### src/rtl/rd_stream_pkg.sv
// rd_stream_pkg -- shared definitions for the read-side stream adapter.
//   state_t    : buffer occupancy state (EMPTY / ONE / FULL)
//   BEAT_CNT_W : width of the optional accepted-beat counter
package rd_stream_pkg;

  typedef enum logic [1:0] {
    EMPTY = 2'd0,
    ONE   = 2'd1,
    FULL  = 2'd2
  } state_t;

  localparam int BEAT_CNT_W = 32;

endpackage

### src/rtl/rd_stream_adapter.sv
// rd_stream_adapter -- turns the read side of an async FIFO (rempty/rdata/rinc)
// into a valid/ready stream using a 2-entry (head + skid) buffer.
//
// The skid entry means rinc never has to look at m_ready: with one word held
// we can always accept one more, and only a full buffer stops the pop.
//
// Ports
//   rclk      in   read-domain clock
//   rrst_n    in   synchronous active-low reset
//   rempty    in   upstream FIFO empty flag
//   rdata     in   upstream FIFO read data (valid whenever rempty=0)
//   rinc      out  pop strobe to upstream FIFO
//   m_valid   out  downstream valid
//   m_data    out  downstream data
//   m_ready   in   downstream ready
//   beat_cnt  out  accepted-beat counter (only with RD_STREAM_STATS_EN)
//
// Build option: define RD_STREAM_STATS_EN to add the beat_cnt port/counter.
module rd_stream_adapter
  import rd_stream_pkg::*;
#(
  parameter int DSIZE = 8
) (
  input  logic             rclk,
  input  logic             rrst_n,
  input  logic             rempty,
  input  logic [DSIZE-1:0] rdata,
  output logic             rinc,
  output logic             m_valid,
  output logic [DSIZE-1:0] m_data,
  input  logic             m_ready
`ifdef RD_STREAM_STATS_EN
  ,
  output logic [BEAT_CNT_W-1:0] beat_cnt
`endif
);

  state_t           state;
  state_t           state_nx;
  logic [DSIZE-1:0] head;
  logic [DSIZE-1:0] skid;
  logic             push;
  logic             pop;

  assign push   = rinc;
  assign pop    = m_valid && m_ready;
  assign m_data = head;

  // State register and data capture.
  always_ff @(posedge rclk) begin
    if (!rrst_n) begin
      state <= EMPTY;
      head  <= '0;
      skid  <= '0;
    end else begin
      state <= state_nx;
      case (state)
        EMPTY: if (push) head <= rdata;
        ONE: begin
          // Head drains while a new word arrives: the new word becomes head.
          if (push && pop)       head <= rdata;
          else if (push && !pop) skid <= rdata;
        end
        FULL:    if (pop) head <= skid;
        default: ;
      endcase
    end
  end

  // Next-state logic.
  always_comb begin
    state_nx = state;
    case (state)
      EMPTY:   if (push) state_nx = ONE;
      ONE: begin
        if (push && !pop)      state_nx = FULL;
        else if (pop && !push) state_nx = EMPTY;
      end
      FULL:    if (pop) state_nx = ONE;
      default: state_nx = EMPTY;
    endcase
  end

  // Outputs. rinc looks only at occupancy and rempty, never at m_ready.
  // It is also held low whenever reset is being sampled so the FIFO is
  // not popped into a buffer that is about to be cleared.
  always_comb begin
    rinc    = 1'b0;
    m_valid = 1'b0;
    if (rrst_n && !rempty && (state != FULL)) rinc = 1'b1;
    if (state != EMPTY) m_valid = 1'b1;
  end

`ifdef RD_STREAM_STATS_EN
  logic [BEAT_CNT_W-1:0] beat_cnt_q;

  // Free-running count of accepted beats; wraps naturally.
  always_ff @(posedge rclk) begin
    if (!rrst_n)  beat_cnt_q <= '0;
    else if (pop) beat_cnt_q <= beat_cnt_q + BEAT_CNT_W'(1);
  end

  assign beat_cnt = beat_cnt_q;
`endif

endmodule

### config.mk
export PLATFORM = sky130hd
export DESIGN_NAME = rd_stream_adapter
export DESIGN_NICKNAME = d
export VERILOG_FILES = /design/src/rtl/rd_stream_pkg.sv /design/src/rtl/rd_stream_adapter.sv
export SDC_FILE = /design/constraint.sdc
export NUM_CORES = 1
export LEC_CHECK = 0
export CAP_MARGIN = 10
export CORE_MARGIN = 2
export CORE_UTILIZATION = 40
export DETAILED_ROUTE_END_ITERATION = 10
export GPL_TIMING_DRIVEN = 1
export HOLD_SLACK_MARGIN = 0.15
export PLACE_DENSITY = 0.67
export SETUP_SLACK_MARGIN = 0.15
export SYNTH_ARGS = -nofsm -noshare
export SYNTH_HDL_FRONTEND = slang
export SYNTH_SLANG_ARGS = --single-unit
### constraint.sdc
create_clock -name rclk -period 2.4 [get_ports rclk]
set_input_delay 0.48 -clock rclk [delete_from_list [all_inputs] [get_ports rclk]]
set_output_delay 0.48 -clock rclk [all_outputs]
set_load 0.005 [all_outputs]
Yosys cells after proc, flatten, opt, wreduce, memory -nomap -nowiden
Cells that the tools add are included.
{"block": "totals", "output_inout_bits": 10, "mem_bits_ro": 0, "inputBits": 12, "regBits": 18, "n_memories": 0, "elab_cells": 37, "latch_bits": 0, "ram_bits": 0}
{"block": "op_classes", "magnitude_cmp": 0, "bitwise_logic": 1, "shifts": 0, "n_mul": 0, "reduce_logical": 15, "div": 0, "n_addsub": 0, "muxes": 11, "n_eq_ne": 7}
{"op": "8-bit 2-to-1 mux", "count": 3}
{"op": "8-bit case mux with 3 select lines", "count": 1}
{"op": "2-bit 2-to-1 mux", "count": 4}
{"op": "2-bit inequality test, second input constant", "count": 4}
{"op": "1-bit logical AND", "count": 6}
{"op": "2-bit case mux with 3 select lines", "count": 1}
{"op": "3-bit AND reduction", "count": 2}
{"op": "4-bit AND reduction", "count": 1}
{"op": "1-bit logical NOT", "count": 3}
{"op": "3-bit inequality test, second input constant", "count": 1}
{"op": "3-bit nonzero test", "count": 1}
{"op": "2-bit by 1-bit equality test with 1-bit output, second input constant", "count": 1}
{"op": "2-bit equality test, second input constant", "count": 1}
{"op": "2-bit logical NOT", "count": 1}
{"op": "1-bit 2-to-1 mux", "count": 2}
{"op": "2-bit nonzero test", "count": 1}
{"op": "1-bit inverter", "count": 1}

Depth between registers and ports, before layout
Gate-level depths: netlist of the first run.
{"block": "logic_depth", "word_depth": 9, "ltp_mapped": 9, "depth_no_buf": 7}

Least setup slack after synthesis of the first run
Ideal clock, no wire load.
{"block": "synth_timing", "path_type": "flip-flop to flip-flop", "start": "register state[1]", "end": "register head[1] (netlist: m_data[1])", "synth_period_minus_slack_ps": 2204, "setup_ps": 82, "path_stages_with_launch": 10, "path_buffers": 3, "setup_slack_ps": 196, "required_time_ps": 2318, "t_arrival_ps": 2123, "cell_sequence": "dfxtp_1 > or2b_1 > buf_2 > nor3b_1 > ha_1 > and3b_1 > buf_6 > or3_1 > buf_6 > a211oi_2"}
{"block": "synth_via", "elab_chain_len": 6, "word_cells_on_any_way": 16, "cone_classes": "eq/ne: 6; mux: 3; reduce/logical: 7"}
{"element": "start: declaration", "line": "rd_stream_adapter.sv:38", "source": "state_t state;"}
{"element": "start signal: assignment", "line": "rd_stream_adapter.sv:56", "source": "state <= state_nx;"}
{"element": "2-bit inequality test *", "line": "rd_stream_adapter.sv:90", "source": "if (rrst_n && !rempty && (state != FULL)) rinc = 1'b1;"}
{"element": "1-bit logical AND *", "line": "rd_stream_adapter.sv:90"}
{"element": "1-bit 2-to-1 mux *", "line": "rd_stream_adapter.sv:90"}
{"element": "net rinc", "line": "rd_stream_adapter.sv:28", "source": "output logic rinc,"}
{"element": "1-bit logical AND", "line": "rd_stream_adapter.sv:61", "source": "if (push && pop) head <= rdata;"}
{"element": "2-bit inequality test (no line)"}
{"element": "4-bit AND reduction (no line) *"}
{"element": "end signal: assignment", "line": "rd_stream_adapter.sv:58", "source": "EMPTY: if (push) head <= rdata;"}
{"element": "end signal: assignment", "line": "rd_stream_adapter.sv:61"}
{"element": "end signal: assignment", "line": "rd_stream_adapter.sv:64", "source": "FULL: if (pop) head <= skid;"}
{"element": "end: declaration", "line": "rd_stream_adapter.sv:40", "source": "logic [DSIZE-1:0] head;"}
Mark *: on every way through the listed nets, which the timed path passes. The rest lies on a longest branch.
A chain may end at the register's enable or synchronous reset.

Final worst setup path of the first run
{"block": "layout_timing", "start": "register state[1]", "end": "register head[4] (netlist: m_data[4])"}
{"block": "layout_via", "elab_chain_len": 6, "word_cells_on_any_way": 16, "cone_classes": "eq/ne: 6; mux: 3; reduce/logical: 7"}
{"element": "2-bit inequality test or 2-bit nonzero test (tied branches)", "line": "rd_stream_adapter.sv:90, rd_stream_adapter.sv:91"}
{"element": "1-bit logical AND or 1-bit 2-to-1 mux (tied branches)", "line": "rd_stream_adapter.sv:90, rd_stream_adapter.sv:91"}
{"element": "1-bit 2-to-1 mux or 1-bit logical AND (tied branches)", "line": "rd_stream_adapter.sv:90, rd_stream_adapter.sv:46"}
{"element": "1-bit logical AND", "line": "rd_stream_adapter.sv:61"}
{"element": "2-bit inequality test (no line)"}
{"element": "4-bit AND reduction (no line)"}
Several ways; a longest one is shown, not always the timed one.

==> impl_metrics.yaml, run 1 <==
status:
  status: "complete, no violations"
worst_setup_path:
  crit_end: "m_data[4]"
  path_cells: "or2b_1, nor3b_2, buf_4, ha_1, and3b_1, or3_4, a211oi_2"
  cp_top_family: "simple AND/OR/NAND/NOR gates"
  critical_path.endpoint_type: "flip-flop"
  cp.depth: 7
  cp_num_buf_inv: 1
  rr_worst_depth: 7
  timing.rr.end: "m_data[4]"
  cpPeakStageDelay_ns: 0.45
  worstSetupPathType: "reg -> reg"
  cp_slowest_cell: "or3_4"
  worstSetupStartpointType: "flip-flop"
  rrSetupSlack_ns: 0.33
  critPathRequiredTime_ns: 2.62
  arrival_ns: 2.29
  reg2reg_from: "state[1]"
  crit_fanout: 8
  critPathLaunch: "state[1]"
clock_network:
  root_buffer: "clkbuf_4"
  cts_sinks: 18
  cts_setup_buffers: 0
  clk_path_buf_depth: 2
  cts.reportedPaths.clkPinSlew_ns: 0.10
  cts_tree: "done"
  htreeDepth: 1
  cts_made_buffers: 3
  clk_latency_ns: 0.29
cells_and_area:
  drive_gt1_share_pct: 20.56
  fin_nets: 123
  final_common_cell: "clkdlybuf4s50_1"
  layout_common_cells: "20 x clkdlybuf4s50_1, 18 x dfxtp_1, 16 x mux2i_1"
  synthToLayoutAreaGrowth_pct: 30.89
  antenna_cells: 0
global_route:
  grt.overflow.total: 0
  grt_pass1_vias: 656
  grt_usage_pct: 15.62
  grt_max_degree: 18
  antenna_found_initial: 0
  grt_pass1_wl_um: 2960
sta:
  setup_ws_ns: 0.3310
  period_share_pct: 86.21
  hold_violations: 0
  timing.hold.ws_ns: 0.5024
  setup_viol: 0
  skew_ns: 0.002978
  finalMaxSlewViolations: 0
  max_freq_mhz: 483.3
  worstMarginPinSlew_ns: 0.7515
  min_period_ns: 2.069
  rsz0062_at_grt: "false"
  max-slew-margin-rel_pct: 49.77
power_and_ir_drop:
  p_leak_nw: 0.5416
  p_per_area_nw_per_um2: 515.2
  pwr-share-clk_pct: 24.9
  p_switching_mw: 0.1514
  p_int_mw: 0.4469
  pwr-share-seq_pct: 54.4
  combPwrFrac_pct: 20.6
  switching_share_pct: 25.30
  ir_drop_v: 0.0002760
  total_power_mw: 0.5982
die:
  ios: 22
  initial_core_util_pct: 41.29
  die_h_um: 51.10
  die_x_um: 51.10
  die-area_um2: 2611
  core_area_um2: 2148
  rows: 17
route:
  drc: 0
  post_drt_wl_per_cell_um: 13.06
  drt_iter0_markers: 5
  vias_per_cell: 5.207
  drt_wl_total_um: 1763
  firstDrtPassIters: 3
  vias: 703
  ant_nets: 0
place:
  dp_hpwl_um: 1287
  io_buffers: 21
  pre_cts_ws_ns: -0.04606
  gp_congestion: 0.6774
logic_synthesis:
  synth_cells: 83
  syn-num-nets: 97
  ys_types: 22
  syn_area_um2: 887.1
  synthFlopType: "dfxtp_1"
  yosysWarnings: 0
  async_reset_ff_share_pct: 0
  ys_seq_area_share_pct: 40.62
  synth_edf_count: 0
  avgSynthCellArea_um2: 10.69
  ys_ff_latch: 18
worst_hold_path:
  hold_path.class: "reg -> reg"
  hold_depth: 2
flow_run:
  cap_viol_max_count: 0
-- metal layers --
metal | global-route usage [%] | up-vias | routed length [um]
met2 | 25.32 | 16 | 848
met1 | 19.63 | 325 | 814
met4 | 9.459 | 0 | 31
met5 | 0 | - | 0
li1 | - | 358 | -
met3 | 2.047 | 4 | 68
-- registers in the layout, indices dropped and copies added (netlist names) --
register and count:
state 2, m_data 8, skid 8
-- synth_stat cells (2+ instances only) --
cell type / n / area, um^2
a211oi_2: 8 / 100.1
and3b_1: 2 / 17.52
mux2i_1: 16 / 160.2
buf_6: 3 / 33.78
or2_2: 2 / 12.51
dfxtp_1: 18 / 360.4
nor4_1: 8 / 50.05
buf_2: 2 / 10.01
ha_1: 2 / 25.02
nor2_1: 9 / 33.78
nand2_1: 2 / 7.510
-- power groups by stage --
stage               combinational [mW]  sequential, mW  clock, mW
finish                           0.123           0.326      0.149
floorplan                       0.0653           0.331          0
global placement                 0.121           0.332          0
CTS                              0.124           0.326      0.152
detailed placement               0.124           0.333          0
global route                     0.134           0.328      0.166
-- layout make-up --
cell class                 count  area [um^2]
clock buffer                   3        22.52
timing repair buffer          27        254.0
multi-input combinational     57        481.7
fill                         193        987.2
tap                           28        35.03
inverter                       2        7.507
sequential                    18        360.3
-- worst register-to-register path: cells and delay by family (launching register included) --
kind / cells / cell delay, ns
AOI/OAI and AO/OA: 1 / 0.20
adders and majority gates: 1 / 0.17
buffers and inverters: 1 / 0.13
DFF: 1 / 0.44
and+or+nand+nor: 4 / 1.05
-- how the worst min path moves through the flow --
stage             from  endpoint  slack (ns)
5_1_grt        skid[2]   skid[2]        0.54
2_1_floorplan  skid[0]   skid[0]        0.46
4_1_cts        skid[4]   skid[4]        0.51
3_5_place_dp   skid[4]   skid[4]        0.49
3_3_place_gp   skid[1]   skid[1]        0.47
6_report       skid[4]   skid[4]        0.50
-- what timing repair did --
action                     CTS  global route
hold buffers                 0             0
setup endpoints to repair    1             8
resized for setup            2             1
-- kinds of logic (layout without fill, tap and decap cells) --
family                     after synthesis  count (layout)  synth area share, %
DFF                                     18              18                40.62
buffers and inverters                    8              32                6.204
muxes                                   16              16                18.05
adders and majority gates                2               2                2.820
AOI/OAI and AO/OA                       11              11                13.68
and+or+nand+nor                         28              28                18.62
-- per-stage QoR --
step,instances,util (%),area [um^2],TNS (ns)
detailed placement,132,52.59,1130,-0.2243
global placement,132,52.59,1130,0
finish,135,54.05,1161,0
floorplan,83,-,887.1,0
global route,135,54.05,1161,0
CTS,135,53.81,1156,0
No activity file was read; power rests on OpenSTA's default activity.
==> run 2: changes to the inputs <==
- CAP_MARGIN: 10 -> default
- GPL_TIMING_DRIVEN: 1 -> 0
- clock period: 2.4 -> 2.6 ns (I/O delays scaled with it)
==> impl_metrics.yaml, run 2 (same netlist as run 1, synthesis figures left out) <==
die:
  ios: 22
  initial_core_util_pct: 41.29
  die_h_um: 51.10
  rows: 17
  die_x_um: 51.10
  die-area_um2: 2611
  core_area_um2: 2148
route:
  drt_iter0_markers: 9
  firstDrtPassIters: 4
  ant_nets: 0
  post_drt_wl_per_cell_um: 13.31
  vias: 694
  vias_per_cell: 5.103
  drc: 0
  drt_wl_total_um: 1810
worst_setup_path:
  cp_slowest_cell: "clkdlybuf4s50_1"
  critical_path.endpoint_type: "primary output"
  cp_num_buf_inv: 2
  crit_fanout: 10
  cpPeakStageDelay_ns: 0.54
  worstSetupStartpointType: "flip-flop"
  critPathRequiredTime_ns: 2.08
  worstSetupPathType: "reg -> out"
  cp_top_family: "buffers and inverters"
  path_cells: "or2b_1, buf_6, nor3b_4, clkdlybuf4s50_1"
  arrival_ns: 1.80
cells_and_area:
  synthToLayoutAreaGrowth_pct: 34.27
  drive_gt1_share_pct: 21.30
  antenna_cells: 0
  fin_nets: 123
  final_area_um2: 1191
  final_common_cell: "clkdlybuf4s50_1"
  layout_common_cells: "20 x clkdlybuf4s50_1, 17 x dfxtp_1, 16 x mux2i_1"
place:
  pre_cts_ws_ns: -0.2803
  gp_congestion: 0.6607
  io_buffers: 21
  place_area_um2: 1132
  dp_hpwl_um: 1279
power_and_ir_drop:
  ir_drop_v: 0.0002812
  combPwrFrac_pct: 19.6
  total_power_mw: 0.5890
  p_per_area_nw_per_um2: 494.5
  p_leak_nw: 0.5524
  pwr-share-seq_pct: 51.1
  switching_share_pct: 24.63
  p_switching_mw: 0.1450
  p_int_mw: 0.4440
  pwr-share-clk_pct: 29.4
clock_network:
  clk_path_buf_depth: 2
  clk_latency_ns: 0.29
  htreeDepth: 1
  cts_sinks: 18
  cts.reportedPaths.clkPinSlew_ns: 0.10
  cts_tree: "done"
  cts_made_buffers: 3
  root_buffer: "clkbuf_4"
sta:
  skew_ns: 0.001778
  rsz0062_at_grt: "false"
  setup_viol: 0
  max_freq_mhz: 430.5
  max-slew-margin-rel_pct: 48.49
  worstMarginPinSlew_ns: 0.7707
  period_share_pct: 89.33
  setup_ws_ns: 0.2773
  hold_violations: 0
  min_period_ns: 2.323
  finalMaxSlewViolations: 0
global_route:
  grtUsageMet2_pct: 27.27
  grt_usage_pct: 15.71
  use_met3_pct: 4.678
  antenna_found_initial: 0
  grt_util_met1_pct: 17.85
  grt_max_degree: 11
  grt.overflow.total: 0
  grt_pass1_wl_um: 2953
  grt_pass1_vias: 661
  top_usage_layer: "met2"
flow_run:
  cap_viol_max_count: 0
status:
  status: "complete, no violations"
worst_hold_path:
  hold_path.class: "reg -> reg"
-- run 2: layer usage --
| layer | share of wire, % | routed length, um | up-vias |
|---|---|---|---|
| met5 | 0 | 0 | - |
| met4 | 0.94 | 17 | 0 |
| met3 | 2.3 | 41 | 2 |
| met2 | 48 | 861 | 12 |
| met1 | 49 | 889 | 326 |
| li1 | - | - | 354 |
-- run 2: repair_timing --
| item | in CTS | in global routing |
|---|---|---|
| pin swaps | 0 | 0 |
| resized for setup | 6 | 2 |
| hold buffers | 0 | 0 |
| setup endpoints to repair | 1 | 1 |
| buffers inserted | 0 | 0 |
-- run 2: final timing paths --
kind | startpoint | endpoint | slack [ns] | depth (start not counted)
worst min register to register | skid[1] | skid[1] | 0.51 | 2
worst max register to register | state[1] | m_data[7] | 0.29 | 9
worst max-delay path | state[1] | rinc | 0.28 | 4
worst min-delay path | skid[1] | skid[1] | 0.51 | 2
-- run 2: worst register-to-register path, delay by kind of cell (launching register included) --
kind                     cells  cell delay (ns)
AND/OR/NAND/NOR              4             0.95
adder cells (fa/ha/maj)      1             0.19
flip-flops                   1             0.45
buffers and inverters        3             0.45
AO/OA/AOI/OAI                1             0.19
-- run 2: layout make-up --
class / instances / area [um^2]
plain buffers: 6 / 53.80
flip-flops and latches: 18 / 361.6
clock buffers: 4 / 36.28
multi-input cells: 57 / 483.0
fillers: 203 / 957.2
well taps: 28 / 35.03
inverters: 2 / 12.51
repair buffers: 21 / 209.0
-- run 2: power by group through the flow --
| stage | clock network, mW | logic [mW] | registers, mW |
|---|---|---|---|
| 2_1_floorplan | 0 | 0.0603 | 0.306 |
| 3_3_place_gp | 0 | 0.112 | 0.306 |
| 3_5_place_dp | 0 | 0.114 | 0.307 |
| 4_1_cts | 0.182 | 0.116 | 0.301 |
| 5_1_grt | 0.196 | 0.125 | 0.303 |
| 6_report | 0.173 | 0.115 | 0.301 |
-- run 2: stage by stage --
stage	instances	util, %	setup TNS [ns]	hold WS, ns
after floorplan	83	-	0	0.4627
after global placement	132	52.71	-1.687	0.4744
after detailed placement	132	52.71	-2.146	0.4920
after CTS	136	55.21	0	0.5189
after global routing	136	55.45	0	0.5514
final	136	55.45	0	0.5065
==> run 3: changes to the inputs <==
- CORE_MARGIN: 2 -> 10
==> impl_metrics.yaml, run 3 (same netlist as run 1, synthesis figures left out) <==
clock_network:
  root_buffer: "clkbuf_4"
  htreeDepth: 1
  cts_made_buffers: 3
  cts.reportedPaths.clkPinSlew_ns: 0.10
  clk_path_buf_depth: 2
  clk_latency_ns: 0.29
  cts_sinks: 18
  cts_tree: "done"
  ctsHoldBuffers: 0
worst_setup_path:
  worstSetupPathType: "reg -> out"
  worstSetupStartpointType: "flip-flop"
  critPathLaunch: "state[1]"
  cp_slowest_cell: "clkdlybuf4s50_1"
  cp_top_family: "buffers and inverters"
  arrival_ns: 1.82
  cpPeakStageDelay_ns: 0.54
  crit_fanout: 10
  cp_num_buf_inv: 2
  path_cells: "or2b_1, buf_6, nor3b_4, clkdlybuf4s50_1"
  reg2reg_from: "state[1]"
  critPathRequiredTime_ns: 2.08
  critical_path.endpoint_type: "primary output"
global_route:
  grt_max_degree: 11
  grt.overflow.total: 0
  grt_usage_pct: 9.970
  grt_pass1_wl_um: 3512
  antenna_found_initial: 0
  grt_pass1_vias: 762
place:
  gp_congestion: 0.8129
  dp_hpwl_um: 1470
  dp_cells: 131
  io_buffers: 21
power_and_ir_drop:
  p_per_area_nw_per_um2: 471.2
  total_power_mw: 0.5595
  p_leak_nw: 0.5578
  ir_drop_v: 0.0003079
cells_and_area:
  synthToLayoutAreaGrowth_pct: 33.85
  drive_gt1_share_pct: 21.30
  layout_common_cells: "20 x clkdlybuf4s50_1, 17 x dfxtp_1, 16 x mux2i_1"
  finish.utilization_pct: 58.15
  final_common_cell: "clkdlybuf4s50_1"
  final_cells: 135
  fin_nets: 124
  antenna_cells: 0
  fill_cells: 198
sta:
  max_freq_mhz: 427.3
  skew_ns: 0.005936
  min_period_ns: 2.340
  worstMarginPinSlew_ns: 0.8558
  period_share_pct: 90.02
  max-slew-margin-rel_pct: 42.80
  rsz0062_at_grt: "false"
  finalMaxSlewViolations: 0
  hold_violations: 0
  setup_viol: 0
route:
  vias_per_cell: 5.222
  drt_wl_total_um: 2069
  met1_length_um: 900
  vias: 705
  drc: 0
  highest_layer: "met4"
  firstDrtPassIters: 2
  wl_met2_um: 986
  post_drt_wl_per_cell_um: 15.33
  dr_wl_met3_um: 145
  ant_nets: 0
  drt_iter0_markers: 10
die:
  die-area_um2: 4502
  ios: 22
  initial_core_util_pct: 43.44
  rows: 16
  die_x_um: 67.10
  die_h_um: 67.10
  core_area_um2: 2042
worst_hold_path:
  min_from: "skid[6]"
  hold_path.class: "reg -> reg"
status:
  status: "complete, no violations"
flow_run:
  cap_viol_max_count: 0
[run 3: changes by cell type in the layout (fill, tap and decap cells not counted)]
cell            change
buf_4               +1
clkbuf_8            -1
dlygate4sd2_1       -1
dlymetal6s2s_1      +1
[run 3: final timing paths]
kind              slack [ns]  depth (start not counted)         to
setup / recovery        0.26                          4       rinc
hold / removal          0.51                          2    skid[6]
setup reg to reg        0.32                          9  m_data[6]
hold reg to reg         0.51                          2    skid[6]
[run 3: what timing repair did]
action	4_1_cts	5_1_grt
pin swaps	0	1
gates resized for setup	5	3
setup buffers	1	0
hold endpoints to repair	0	0
gates cloned	0	0
setup endpoints to repair	9	1
[run 3: metal layers]
layer | global-route usage (%) | up-vias
met2 | 16.59 | 17
met5 | 0 | -
met3 | 3.344 | 5
li1 | - | 358
met4 | 4.615 | 0
met1 | 11.15 | 325
[run 3: cell type report]
class / instances / area, um^2 / share of cell area (%)
Multi-Input combinational cell: 57 / 483.0 / 40.67
Sequential cell: 18 / 361.6 / 30.45
Timing Repair Buffer: 22 / 220.2 / 18.55
Buffer: 6 / 53.80 / 4.531
Tap cell: 27 / 33.78 / 2.845
Clock buffer: 3 / 22.52 / 1.897
Inverter: 2 / 12.51 / 1.054
[run 3: per-stage QoR]
step	TNS, ns	area (um^2)	setup WS, ns	hold slack (ns)
floorplan	0	887.1	0.3955	0.4627
global route	0	1187	0.1558	0.5528
global placement	-1.939	1131	-0.2961	0.4751
finish	0	1187	0.2595	0.5079
CTS	0	1180	0.1692	0.5110
detailed placement	-2.517	1131	-0.3043	0.4873
[run 3: worst min-delay path, stage by stage, from the launching register on]
cell	delay [ns]
dfxtp_1	0.33
mux2i_1	0.06
nor2_1	0.08
[run 3: power by group]
| group | total, mW | switching, mW | internal (mW) | leakage, nW |
|---|---|---|---|---|
| Combinational | 0.119 | 0.0493 | 0.0694 | 0.397 |
| Sequential | 0.300 | 0.00965 | 0.291 | 0.147 |
| Clock | 0.140 | 0.0864 | 0.0539 | 0.0138 |
| Total | 0.560 | 0.145 | 0.414 | 0.558 |
